### src/rtl/uart_rx_frame.sv
// 8N1 serial byte receiver driven by a mid-bit baud strobe.
// Good bytes are held in a one-entry valid/ready register.
module uart_rx_frame #(
   parameter int DATA_BITS = 8,
   parameter int TIMEOUT   = 8192
) (
   input  logic                 clk,
   input  logic                 rst,
   input  logic                 mosi,
   input  logic                 clk_bps,
   output logic [DATA_BITS-1:0] rx_data,
   output logic                 rx_valid,
   input  logic                 rx_ready,
   output logic                 frame_err,
   output logic                 overrun,
   output logic                 busy
);
   localparam int CW = (DATA_BITS > 1) ? $clog2(DATA_BITS) : 1;
   localparam int TW = (TIMEOUT > 1) ? $clog2(TIMEOUT) : 1;

   typedef enum logic [1:0] {IDLE, START, DATA, STOP} state_t;

   state_t               state_q, state_d;
   logic                 mosi_meta_q, mosi_s_q, clk_bps_d_q;
   logic                 armed_q, armed_d;
   logic [CW-1:0]        bit_cnt_q, bit_cnt_d;
   logic [TW-1:0]        tmo_q, tmo_d;
   logic [DATA_BITS-1:0] shift_q, shift_d;
   logic [DATA_BITS-1:0] rx_data_q, rx_data_d;
   logic                 rx_valid_q, rx_valid_d;
   logic                 frame_err_q, frame_err_d;
   logic                 overrun_q, overrun_d;
   logic                 strobe, deliver;

   assign strobe = clk_bps & ~clk_bps_d_q;

   always_ff @(posedge clk) begin
      if (rst) begin
         state_q     <= IDLE;
         mosi_meta_q <= 1'b1;
         mosi_s_q    <= 1'b1;
         clk_bps_d_q <= 1'b0;
         armed_q     <= 1'b0;
         bit_cnt_q   <= '0;
         tmo_q       <= '0;
         shift_q     <= '0;
         rx_data_q   <= '0;
         rx_valid_q  <= 1'b0;
         frame_err_q <= 1'b0;
         overrun_q   <= 1'b0;
      end else begin
         state_q     <= state_d;
         mosi_meta_q <= mosi;
         mosi_s_q    <= mosi_meta_q;
         clk_bps_d_q <= clk_bps;
         armed_q     <= armed_d;
         bit_cnt_q   <= bit_cnt_d;
         tmo_q       <= tmo_d;
         shift_q     <= shift_d;
         rx_data_q   <= rx_data_d;
         rx_valid_q  <= rx_valid_d;
         frame_err_q <= frame_err_d;
         overrun_q   <= overrun_d;
      end
   end

   always_comb begin
      state_d     = state_q;
      armed_d     = armed_q;
      bit_cnt_d   = bit_cnt_q;
      tmo_d       = tmo_q;
      shift_d     = shift_q;
      rx_data_d   = rx_data_q;
      rx_valid_d  = rx_valid_q;
      frame_err_d = 1'b0;
      overrun_d   = overrun_q;
      deliver     = 1'b0;

      if (state_q == IDLE) begin
         // The line must be seen high before a falling edge counts as a start.
         tmo_d = '0;
         if (mosi_s_q) begin
            armed_d = 1'b1;
         end else if (armed_q) begin
            armed_d = 1'b0;
            state_d = START;
         end
      end else if (strobe) begin
         tmo_d = '0;
         case (state_q)
            START: begin
               if (!mosi_s_q) begin
                  state_d   = DATA;
                  bit_cnt_d = '0;
               end else begin
                  state_d = IDLE;
               end
            end
            DATA: begin
               shift_d[bit_cnt_q] = mosi_s_q;
               bit_cnt_d          = bit_cnt_q + 1'b1;
               if (bit_cnt_q == CW'(DATA_BITS - 1)) state_d = STOP;
            end
            STOP: begin
               state_d = IDLE;
               if (mosi_s_q) deliver = 1'b1;
               else          frame_err_d = 1'b1;
            end
            default: state_d = IDLE;
         endcase
      end else if (tmo_q == TW'(TIMEOUT - 1)) begin
         tmo_d   = '0;
         state_d = IDLE;
      end else begin
         tmo_d = tmo_q + 1'b1;
      end

      // A consume in the same cycle as delivery frees the slot for the new byte.
      if (deliver) begin
         if (!rx_valid_q || rx_ready) begin
            rx_data_d  = shift_q;
            rx_valid_d = 1'b1;
         end else begin
            overrun_d = 1'b1;
         end
      end else if (rx_valid_q && rx_ready) begin
         rx_valid_d = 1'b0;
      end
   end

   assign rx_data   = rx_data_q;
   assign rx_valid  = rx_valid_q;
   assign frame_err = frame_err_q;
   assign overrun   = overrun_q;
   assign busy      = (state_q != IDLE);
endmodule

### config.mk
export PLATFORM = sky130hd
export DESIGN_NAME = uart_rx_frame
export DESIGN_NICKNAME = d
export VERILOG_FILES = /design/src/rtl/uart_rx_frame.sv
export SDC_FILE = /design/constraint.sdc
export NUM_CORES = 1
export LEC_CHECK = 0
export CAP_MARGIN = 20
export CORE_AREA = 3 3 81 83
export DETAILED_ROUTE_END_ITERATION = 8
export DIE_AREA = 0 0 84 86
export PLACE_DENSITY_LB_ADDON = 0.05
export SYNTH_ARGS = -nofsm -noshare
export SYNTH_HDL_FRONTEND = slang
export SYNTH_SLANG_ARGS = --single-unit
### constraint.sdc
create_clock -name clk -period 4.15 [get_ports clk]
set_input_delay 0.6225 -clock clk [delete_from_list [all_inputs] [get_ports clk]]
set_output_delay 0.6225 -clock clk [all_outputs]
set_load 0.05 [all_outputs]
==> summary.txt <==
Global route
  • Largest net degree at the start of global routing: 28
  • GRT Resource Usage Total: 0.1036
  • Global-route wire length before repair: 5830 um
  • Initial antenna violation count: 0
  • GRT overflow: 0
  • Number of global-route vias before repair: 1260

Floorplan
  • Die area: 0.007224 mm2
  • Core area: 0.005921 mm2
  • Initial core utilization: 0.2965
  • DIE WIDTH: 84 um
  • Top Ports: 17
  • Row count: 28
  • Die H: 86 um

Detailed routing
  • Post-Route WL: 3463 um
  • Wire per inst: 12.50 um
  • ANT nets after route: 0
  • DRC Markers: 0
  • DRT iter0 DRCs: 19
  • Via/cell ratio: 4.617
  • Vias: 1279
  • 1st-pass router iterations: 6

CTS
  • CTS resizes: 0
  • CTS Buf Count: 5
  • H-tree depth: 2
  • Setup bufs post-CTS: 0
  • CTS tree: done
  • Reg clk slew, reported paths: 80 ps
  • Max Buffers Root-to-Sink: 2
  • Root Buffer: clkbuf_8
  • Clock sink total: 41
  • Worst skew pair latency: 300 ps
  • CTS Hold Bufs: 0

Setup path
  • Crit. End Element: output pin
  • CP Launch Type: register
  • Worst Setup Path Type: reg -> out
  • Max stage delay on crit path: 790 ps
  • Critical-path maximum fanout: 10
  • Delay-heaviest family, CP: buffers and inverters
  • CP Buf/Inv Count: 3
  • Critical path's slowest cell: clkdlybuf4s50_1
  • Critical path's most frequent cell: inv_1
  • Cell breakdown of the critical path: inv_1 > ha_1 > inv_1 > clkdlybuf4s50_1
  • Worst R2R Setup Slack: 2050 ps
  • Critical path arrival: 2020 ps
  • Critical Path RT: 3530 ps

Timing
  • Skew final: 7.205 ps
  • Slew Limit Fails: 0
  • RSZ-0062 raised after global routing: no
  • Period utilization: 0.6357
  • Highest clock rate: 379.1 MHz
  • Fin Setup TNS: 0 ps
  • Worst slew pin tran: 537.3 ps
  • Fin. Hold Viols: 0
  • Endpoints failing setup: 0
  • Slew margin rel.: 0.6408
  • Final min period: 2638 ps

Power
  • Clock power share: 0.351
  • Pleak: 0.8141 nW
  • Power per Cell Area: 372.5 mW/mm2
  • Comb power frac: 0.113
  • Peak VDD IR: 144.4 uV
  • Flop pwr share: 0.536
  • NetSw: 0.2130 mW
  • P_int: 0.5550 mW
  • Sw frac: 0.2774

Logic synthesis
  • Syn_nets: 200
  • Cell variety after synth: 36
  • Post-synthesis sequential element count: 41
  • Avg Synthesized Cell Area: 9.337 um2
  • Post-Syn Area: 0.001755 mm2
  • Synthesized instance count: 188
  • Register area share after synthesis: 0.4676
  • Warnings, synthesis: 0

Placement
  • PortBufs: 16
  • HPWL Detailed: 2506 um
  • GP Congestion: 0.7440
  • Area post-placement: 0.001972 mm2

Finish
  • Finished layout cell area: 0.002062 mm2
  • Antenna cells: 0
  • Area Growth Syn to Fin: 17.46%
  • Share of cells above drive strength 1: 0.08416
  • Nets: 213

Flow run
  • MaxCap Viol Count: 0

Status
  • Run status: completed

Worst hold path
  • Worst min path class: reg -> reg
## layer usage
layer / wire length [um] / up-vias / GRT usage
met5: 0 / - / 0
met4: 61 / 0 / 0.05117
met3: 100 / 7 / 0.03170
met2: 1620 / 17 / 0.1663
met1: 1680 / 589 / 0.1263
li1: - / 666 / -
## worst paths after layout
kind / startpoint / to / depth (start not counted)
worst max-delay path: state_q[0] / busy / 4
worst min-delay path: mosi_meta_q / mosi_s_q / 1
worst max register to register: state_q[0] / shift_q[2] / 6
worst min register to register: mosi_meta_q / mosi_s_q / 1
## power by group through the flow
stage	Sequential, mW	Combinational, mW	Clock [mW]
3_3_place_gp	0.420	0.0875	0
6_report	0.411	0.0871	0.269
2_1_floorplan	0.417	0.0674	0
5_1_grt	0.413	0.0965	0.299
4_1_cts	0.412	0.0889	0.279
3_5_place_dp	0.421	0.0883	0
## synthesized netlist by cell type
cell type   n  area [um2]
and2_1      2       12.51
and3_1      2       12.51
o22ai_1     1       6.260
nor4_1      1       6.260
nand3_1     8       40.04
nor3_1      2       10.01
buf_2       3       15.01
o21ai_0     2       10.01
a21oi_1     5       25.02
nand4bb_1   1       11.26
a2bb2oi_1   1       8.760
a31oi_1     1       6.260
nand2b_1    3       18.77
nor4b_1     2       17.52
nand2_1    10       37.54
or4_1       1       7.510
or3b_2      1       8.760
nor2_1     34       127.6
xor2_1      7       61.31
nand4b_1    2       17.52
xnor2_1     3       26.28
inv_1       4       15.01
mux2i_1    17       170.2
and4b_1     1       10.01
ha_1        7       87.58
clkbuf_1    7       26.28
mux2_2      1       11.26
or2_2       4       25.02
nand4_1     4       25.02
dfxtp_1    41       820.8
and4bb_2    1       12.51
o2111ai_1   1       8.760
and4_1      2       17.52
buf_1       1       3.750
nor2b_1     4       25.02
o21ba_2     1       10.01
## layout make-up
class                   count  area [um2]
clock buffers               5       68.82
clock inverters             3       21.27
fillers                   612        3859
inverters                   4       15.01
multi-input cells         132       874.6
flip-flops and latches     41       820.8
well taps                  75       93.84
repair buffers             17       167.7
## stage by stage
step / hold WS [ps] / power [mW] / worst slack [ps] / utilization / cells
floorplan: 389.5 / 0.4848 / 2350 / - / 188
global placement: 394.2 / 0.5078 / 1674 / 0.3331 / 269
detailed placement: 394.8 / 0.5094 / 1609 / 0.3331 / 269
CTS: 414.5 / 0.7796 / 1488 / 0.3483 / 277
global route: 430.6 / 0.8090 / 1409 / 0.3483 / 277
finish: 412.7 / 0.7680 / 1512 / 0.3483 / 277
## cell families after synthesis
family / after synthesis / synth area share
DFF: 41 / 0.4676
xor gates and xnor gates: 10 / 0.04990
and+or+nand+nor: 85 / 0.2523
adders and majority gates: 7 / 0.04989
AOI/OAI and AO/OA: 12 / 0.04277
muxes: 18 / 0.1033
buffers and inverters: 15 / 0.03421
## registers in the layout (all words and copies together) (netlist names), 2 cells and up
name and cells:
shift_q 8, tmo_q 13, rx_data 8, state_q 2, bit_cnt_q 3
## cells in the final DEF, fill, tap and decap left out, drive strengths merged, types with 5 or more instances in the layout
master,n
inv,5
nand2,10
nor2,34
clkdlybuf4s50,16
xor2,7
dfxtp,41
ha,7
nand3,8
mux2i,17
a21oi,5
clkbuf,5
No activity file was read; power rests on OpenSTA's default activity.
